$ cat src/rtl/pulse_mon.sv
// pulse_mon: pulse-train monitor with UART frame reporter.
//
// Samples Pulse, Sync and P2, measures each Sync-to-Sync window (period,
// Sync->Pulse delay, first Pulse width, Pulse count) and ships each result
// as a fixed binary frame on RS232_Tx (8N1, LSB first, no inter-byte gap).
//
// Frame (bytes, fields MSB first):
//   A5 | period[4] | delay[4] | width[4] | (p2_width[4]) | count | xor
//
// Build option:
//   PULSE_MON_P2_EN  adds the P2 input lane and a 32-bit p2_width field,
//                    growing the frame from 15 to 19 bytes.
//
// Ports:
//   clk       system clock
//   resetn    async active-low reset
//   Pulse     async pulse input
//   Sync      async sync input, rising edges delimit windows
//   P2        async secondary pulse input (only used with PULSE_MON_P2_EN)
//   RS232_Tx  UART output, idle high
//   busy      frame transmission in progress
//   overrun   sticky, a window result was dropped while transmitting

// Per-lane input conditioner: 2-FF synchronizer plus registered edge strobes.
module pm_edge (
  input  logic clk,
  input  logic rst_n,
  input  logic din,
  output logic rise,
  output logic fall
);
  // sh[1:0] synchronize, sh[2] is the previous synchronized sample
  logic [2:0] sh;

  always_ff @(posedge clk or negedge rst_n) begin
    if (!rst_n) begin
      sh   <= '0;
      rise <= 1'b0;
      fall <= 1'b0;
    end else begin
      sh   <= {sh[1:0], din};
      rise <= sh[1] & ~sh[2];
      fall <= ~sh[1] & sh[2];
    end
  end
endmodule

module pulse_mon #(
  parameter int CLK_DIV = 434,
  parameter int CNT_W   = 32
) (
  input  logic clk,
  input  logic resetn,
  input  logic Pulse,
  input  logic Sync,
  input  logic P2,
  output logic RS232_Tx,
  output logic busy,
  output logic overrun
);

`ifdef PULSE_MON_P2_EN
  localparam int NUM_LANES = 3;
  localparam int NB        = 19;
`else
  localparam int NUM_LANES = 2;
  localparam int NB        = 15;
`endif
  localparam int L_SYNC  = 0;
  localparam int L_PULSE = 1;
  localparam int NBW     = $clog2(NB);
  localparam int DIV_W   = (CLK_DIV > 2) ? $clog2(CLK_DIV) : 1;
  localparam logic [DIV_W-1:0] DIV_LAST = DIV_W'(CLK_DIV - 1);
  localparam logic [CNT_W-1:0] SAT      = '1;

  typedef struct packed {
    logic [CNT_W-1:0] period;
    logic [CNT_W-1:0] delay;
    logic [CNT_W-1:0] width;
`ifdef PULSE_MON_P2_EN
    logic [CNT_W-1:0] p2w;
`endif
    logic [7:0]       count;
  } res_t;

  typedef enum logic [1:0] {IDLE, START, DATA, STOP} tx_st_t;

  function automatic logic [CNT_W-1:0] sat_inc(input logic [CNT_W-1:0] x);
    return (x == SAT) ? x : x + CNT_W'(1);
  endfunction

  // ---------------- input lanes ----------------
  logic [NUM_LANES-1:0] pin_v, rise_v, fall_v;

`ifdef PULSE_MON_P2_EN
  localparam int L_P2 = 2;
  assign pin_v = {P2, Pulse, Sync};
`else
  assign pin_v = {Pulse, Sync};
  // P2 has no lane in this build; tie it off to a sink.
  logic unused_p2;
  assign unused_p2 = P2;
`endif

  pm_edge u_edge [NUM_LANES-1:0] (
    .clk  (clk),
    .rst_n(resetn),
    .din  (pin_v),
    .rise (rise_v),
    .fall (fall_v)
  );

  logic srise, prise, pfall;
  logic unused_sfall;
  assign srise        = rise_v[L_SYNC];
  assign prise        = rise_v[L_PULSE];
  assign pfall        = fall_v[L_PULSE];
  assign unused_sfall = fall_v[L_SYNC];

  // ---------------- window measurement ----------------
  logic             armed;
  logic [CNT_W-1:0] per_cnt, dly, wcnt, wid;
  logic             got_p, wact;
  logic [7:0]       cnt;
  logic             close;
  res_t             res;

  // The first Sync rise only arms; later rises close the current window.
  assign close = srise & armed;

`ifdef PULSE_MON_P2_EN
  logic             p2rise, p2fall, p2got, p2act;
  logic [CNT_W-1:0] p2cnt, p2wid;
  assign p2rise = rise_v[L_P2];
  assign p2fall = fall_v[L_P2];
`endif

  always_ff @(posedge clk or negedge resetn) begin
    if (!resetn) begin
      armed   <= 1'b0;
      per_cnt <= '0;
      dly     <= SAT;
      got_p   <= 1'b0;
      wact    <= 1'b0;
      wcnt    <= '0;
      wid     <= SAT;
      cnt     <= '0;
`ifdef PULSE_MON_P2_EN
      p2got   <= 1'b0;
      p2act   <= 1'b0;
      p2cnt   <= '0;
      p2wid   <= SAT;
`endif
    end else if (srise) begin
      // New window. A pulse rise coincident with Sync belongs here (delay 0).
      armed   <= 1'b1;
      per_cnt <= CNT_W'(1);
      cnt     <= prise ? 8'd1 : 8'd0;
      got_p   <= prise;
      dly     <= prise ? '0 : SAT;
      wact    <= prise;
      wcnt    <= CNT_W'(1);
      wid     <= SAT;
`ifdef PULSE_MON_P2_EN
      p2got   <= p2rise;
      p2act   <= p2rise;
      p2cnt   <= CNT_W'(1);
      p2wid   <= SAT;
`endif
    end else if (armed) begin
      per_cnt <= sat_inc(per_cnt);
      if (prise) begin
        cnt <= (cnt == 8'hFF) ? cnt : cnt + 8'd1;
        if (!got_p) begin
          got_p <= 1'b1;
          dly   <= per_cnt;
          wact  <= 1'b1;
          wcnt  <= CNT_W'(1);
        end
      end
      if (wact) begin
        if (pfall) begin
          wid  <= wcnt;
          wact <= 1'b0;
        end else begin
          wcnt <= sat_inc(wcnt);
        end
      end
`ifdef PULSE_MON_P2_EN
      if (p2rise && !p2got) begin
        p2got <= 1'b1;
        p2act <= 1'b1;
        p2cnt <= CNT_W'(1);
      end
      if (p2act) begin
        if (p2fall) begin
          p2wid <= p2cnt;
          p2act <= 1'b0;
        end else begin
          p2cnt <= sat_inc(p2cnt);
        end
      end
`endif
    end
  end

  // Result as seen in the closing cycle; a width still open reads all-ones
  // unless its falling edge lands on this very cycle.
  always_comb begin
    res        = '0;
    res.period = per_cnt;
    res.delay  = dly;
    res.width  = wact ? (pfall ? wcnt : SAT) : wid;
`ifdef PULSE_MON_P2_EN
    res.p2w    = p2act ? (p2fall ? p2cnt : SAT) : p2wid;
`endif
    res.count  = cnt;
  end

  // ---------------- frame assembly ----------------
  // Byte k of the frame lives at index NB-1-k, so the struct order maps
  // straight onto the wire order.
  logic [NB-2:0][7:0] body;
  logic [7:0]         cs;
  logic [NB-1:0][7:0] frame_d, fbuf;

  assign body = {8'hA5, res};

  always_comb begin
    cs = 8'h00;
    for (int i = 0; i < NB - 1; i++) cs = cs ^ body[i];
  end

  assign frame_d = {body, cs};

  // ---------------- UART frame FSM ----------------
  tx_st_t           st, st_d;
  logic [DIV_W-1:0] div, div_d;
  logic [2:0]       bit_i, bit_d, bit_nx;
  logic [NBW-1:0]   byte_i, byte_d;
  logic             tx, tx_d, ld;
  logic [7:0]       cur;

  assign cur    = fbuf[byte_i];
  assign bit_nx = bit_i + 3'd1;

  always_comb begin
    st_d   = st;
    div_d  = div;
    bit_d  = bit_i;
    byte_d = byte_i;
    tx_d   = tx;
    ld     = 1'b0;
    case (st)
      IDLE: begin
        tx_d = 1'b1;
        if (close) begin
          ld     = 1'b1;
          st_d   = START;
          div_d  = DIV_LAST;
          byte_d = NBW'(NB - 1);
          tx_d   = 1'b0;
        end
      end
      START: begin
        if (div != '0) div_d = div - DIV_W'(1);
        else begin
          st_d  = DATA;
          div_d = DIV_LAST;
          bit_d = 3'd0;
          tx_d  = cur[0];
        end
      end
      DATA: begin
        if (div != '0) div_d = div - DIV_W'(1);
        else begin
          div_d = DIV_LAST;
          if (bit_i == 3'd7) begin
            st_d = STOP;
            tx_d = 1'b1;
          end else begin
            bit_d = bit_nx;
            tx_d  = cur[bit_nx];
          end
        end
      end
      STOP: begin
        if (div != '0) div_d = div - DIV_W'(1);
        else if (byte_i == '0) begin
          st_d = IDLE;
          tx_d = 1'b1;
        end else begin
          // Back-to-back: next byte goes straight into its start bit.
          byte_d = byte_i - NBW'(1);
          st_d   = START;
          div_d  = DIV_LAST;
          tx_d   = 1'b0;
        end
      end
      default: begin
        st_d = IDLE;
        tx_d = 1'b1;
      end
    endcase
  end

  always_ff @(posedge clk or negedge resetn) begin
    if (!resetn) begin
      st      <= IDLE;
      div     <= '0;
      bit_i   <= '0;
      byte_i  <= '0;
      tx      <= 1'b1;
      fbuf    <= '0;
      overrun <= 1'b0;
    end else begin
      st     <= st_d;
      div    <= div_d;
      bit_i  <= bit_d;
      byte_i <= byte_d;
      tx     <= tx_d;
      if (ld) fbuf <= frame_d;
      // The frame in flight is never touched; a result arriving now is lost.
      if (close && st != IDLE) overrun <= 1'b1;
    end
  end

  assign RS232_Tx = tx;
  assign busy     = (st != IDLE);

endmodule
$ cat config.mk
export PLATFORM = sky130hd
export DESIGN_NAME = pulse_mon
export DESIGN_NICKNAME = d
export VERILOG_FILES = /design/src/rtl/pulse_mon.sv
export SDC_FILE = /design/constraint.sdc
export NUM_CORES = 1
export LEC_CHECK = 0
export BUFFER_PORTS_ARGS = -buffer_cell sky130_fd_sc_hd__buf_4
export CAP_MARGIN = 25
export CORE_MARGIN = 10
export CORE_UTILIZATION = 40
export CTS_BUF_LIST = sky130_fd_sc_hd__clkbuf_16
export CTS_CLUSTER_SIZE = 25
export DETAILED_ROUTE_END_ITERATION = 10
export GPL_TIMING_DRIVEN = 0
export PLACE_DENSITY = 0.64
export SYNTH_ARGS = -nofsm -noshare
export SYNTH_HDL_FRONTEND = slang
export SYNTH_SLANG_ARGS = --single-unit
$ cat constraint.sdc
create_clock -name clk -period 2 [get_ports clk]
set_input_delay 0.1 -clock clk [delete_from_list [all_inputs] [get_ports clk]]
set_output_delay 0.1 -clock clk [all_outputs]
set_load 0.005 [all_outputs]
==> impl_metrics.tcl <==
set metrics [dict create \
    n_antenna_cell 0 \
    htreeDepth 1 \
    ys_warn_count 0 \
    whs_ns 0.08684 \
    status "finished, violations left" \
    syn_area_mm2 0.01475 \
    coreArea_mm2 0.03652 \
    multi_input_area_mm2 0.007984 \
    die_h_um 212.0 \
    track_usage_pct 19.76 \
    cp_top_family "simple AND/OR/NAND/NOR gates" \
    slew_headroom_pct 55.01 \
    crit_arrival_ns 2.68 \
    total_leakage_power_nw 8.066 \
    cts_buffers 31 \
    final_util_pct 51.90 \
    fin_skew_ns 0.01737 \
    first_global_vias 11949 \
    maxCapViolations 0 \
    dr.pass1.iters 5 \
    tightest_slew_ns 0.6748 \
    path_depth 9 \
    synth_nets 1453 \
    die_x_um 212.0 \
    gp_congestion 0.9198 \
    vias 12517 \
    viasPerCell 5.955 \
    required_ns 2.45 \
    grt_pass1_wl_um 69770 \
    maxSlewViolCount 0 \
    placed_cells 1912 \
    register_area_mm2 0.007159 \
    cts_buffer_depth 3 \
    grt_antenna_before_repair 0 \
    pin_count 8 \
    ys_seq_area_share_pct 48.22 \
    start_util_pct 40.39 \
    synth-edff-count 0 \
    wl_um 47440 \
    cts.sinks 281 \
    postSynthCellCount 1436 \
    route.detailed.drc 0 \
    clock.fmax_mhz 450.0 \
    final_cells 2102 \
    die_area_mm2 0.04496 \
    synth_seq_cells 281 \
    fin_setup_tns_ns -4.375 \
    critPathLaunchType "register" \
    drive_above_1_share_pct 38.25 \
    path_class "register to register" \
    min_period_over_period_pct 111.1 \
    cp-end-kind "register" \
    grt_overflow 0 \
    layout_setup_ws_ns -0.2220 \
    numPortBuffers 6 \
    cts.clk_slew.worst_paths_ns 0.06 \
    crit_chain "buf_6 -> nand4_1 -> or4_4 -> nor4b_4 -> buf_6 -> buf_4 -> buf_4 -> or3_1 -> a21oi_1" \
    ir_drop_mv 0.7016 \
    area_growth_syn_to_layout_pct 28.50 \
    rsz0062_at_grt "yes" \
    dp_hpwl_um 30730 \
    syn_area_per_cell_um2 10.27 \
    cts-root-buf "clkbuf_16" \
    nNetsFinal 1627 \
    violations "negative setup slack" \
    synth_cell_type_count 83 \
    insertion_delay_ns 0.58 \
    cts_tree "built" \
    slowest_delay_ns 0.55 \
    cp_slowest_cell "or4_4" \
    final_hold_viol_count 0 \
    rows 70 \
    n_fill_cell 3081 \
    grt_max_degree 117 \
    hold_class "input port to asynchronous set/reset pin" \
    drt_iter0_drc 1237 \
    ys_async_sr_fraction_pct 100.0 \
    crit_buf_inv 4 \
    ant_nets 0 \
    setup_violations 58 \
    timing.final.crit_period_ns 2.222 \
    power.density_mw_per_mm2 1025 \
    rr_worst_depth 9 \
    path_max_fanout 5 \
    ys.flop_type "dfrtp_1" \
    avgRoutedWirePerCell_um 22.57 \
]
[synthesized netlist by cell type, types with 21 or more instances]
library cell / instances / area (um^2)
dfrtp_1: 216 / 5405
nand2_1: 149 / 559.3
o21ai_0: 129 / 645.6
xnor2_1: 115 / 1007
mux2_2: 73 / 822.0
a21oi_1: 72 / 360.4
nor2_1: 71 / 266.5
dfstp_2: 65 / 1708
clkbuf_1: 64 / 240.2
o22ai_1: 40 / 250.2
o22a_1: 31 / 271.5
nand3_1: 30 / 150.1
buf_2: 29 / 145.1
xor2_1: 23 / 201.4
inv_1: 22 / 82.58
mux2i_1: 22 / 220.2
nor3_1: 22 / 110.1
nand4_1: 21 / 131.4
[cell type report]
type                       instances  share of cell area [%]
inverter                          24                  0.6205
clock inverter                    26                   1.036
timing repair buffer             158                   7.221
clock buffer                      31                   4.092
buffer                            96                   4.053
multi-input combinational       1018                   42.12
tap                              468                   3.089
sequential                       281                   37.77
[path summary, 6_finish.rpt]
path,startpoint,endpoint,slack [ns]
max in group asynchronous,resetn,fbuf[73]$_DFFE_PN0P_,0.50
min in group clk,Sync,u_edge[0].sh[0]$_DFF_PN0_,0.18
setup / recovery,per_cnt[27]$_DFFE_PN0P_,per_cnt[18]$_DFFE_PN0P_,-0.22
hold / removal,resetn,wcnt[22]$_DFFE_PN0P_,0.09
hold reg to reg,u_edge[0].sh[0]$_DFF_PN0_,u_edge[0].sh[1]$_DFF_PN0_,0.35
setup reg to reg,per_cnt[27]$_DFFE_PN0P_,per_cnt[18]$_DFFE_PN0P_,-0.22
[registers in the layout (all words and copies together), names as in the netlist]
| register | flops |
|---|---|
| fbuf | 113 |
| u_edge.fall | 1 |
| wact | 1 |
| wid | 32 |
| bit_i | 3 |
| armed | 1 |
| st | 2 |
| dly | 32 |
| u_edge.rise | 2 |
| div | 9 |
| overrun | 1 |
| wcnt | 32 |
| RS232_Tx | 1 |
| cnt | 8 |
| per_cnt | 32 |
| got_p | 1 |
| u_edge.sh | 6 |
| byte_i | 4 |
[stage by stage]
stage | instance area, um^2 | worst slack [ns] | total power (W)
after floorplan | 14790 | -0.02663 | 0.01119
after global placement | 15420 | -1.908 | 0.01261
after detailed placement | 15480 | -0.9087 | 0.01279
after CTS | 17520 | -0.1331 | 0.01888
after global routing | 18960 | -0.2650 | 0.02035
final | 18960 | -0.2220 | 0.01943
[worst register-to-register path, delay by kind of cell (launching register included)]
kind            cells  cell delay, ns
simple gates        4            1.21
compound gates      1            0.07
flops               1            0.34
buf+inv             4            0.49
[layout by cell type (no fill, tap or decap), types with 25 or more instances in the layout]
master / Yosys / routed
a21oi_1: 72 / 54
buf_4: 3 / 134
buf_6: 4 / 35
clkbuf_16: 0 / 32
clkbuf_2: 6 / 25
dfrtp_1: 216 / 179
dfrtp_2: 0 / 37
dfstp_2: 65 / 65
mux2_2: 73 / 72
nand2_1: 149 / 144
nor2_1: 71 / 61
o21ai_0: 129 / 100
o22a_1: 31 / 31
o22ai_1: 40 / 28
xnor2_1: 115 / 115
[metal layers]
layer / vias to the layer above / wire, um / global-route usage (%)
met5: - / 0 / 0
met4: 0 / 1809 / 6.794
met3: 140 / 3435 / 2.371
met2: 507 / 22670 / 32.35
met1: 6334 / 19530 / 26.54
li1: 5536 / - / -
[what timing repair did]
item / in CTS / in global routing
setup endpoints to repair: 270 / 163
cloned: 1 / 3
resized for setup: 219 / 221
endpoints found under the hold margin: 73 / 0
hold buffers: 3 / 0
setup buffers: 53 / 92
pin swaps: 35 / 76
[power by group]
group	internal (W)	switching (W)	total [W]
Sequential	0.00698	0.000912	0.00790
Combinational	0.00290	0.00307	0.00597
Clock	0.00318	0.00238	0.00557
Total	0.0131	0.00636	0.0194
[cells by family (layout without fill, tap and decap cells)]
family                   after synthesis  in the layout  synth area share [%]
AO/OA/AOI/OAI                        362            362                 15.62
XOR/XNOR                             138            138                 8.193
adder cells (fa/ha/maj)               12             12                 1.018
buffers and inverters                139            335                 4.114
flip-flops                           281            281                 48.22
multiplexers                         111            111                 9.661
AND/OR/NAND/NOR                      393            395                 13.18
Note: power is estimated with default switching activity, not from simulation.
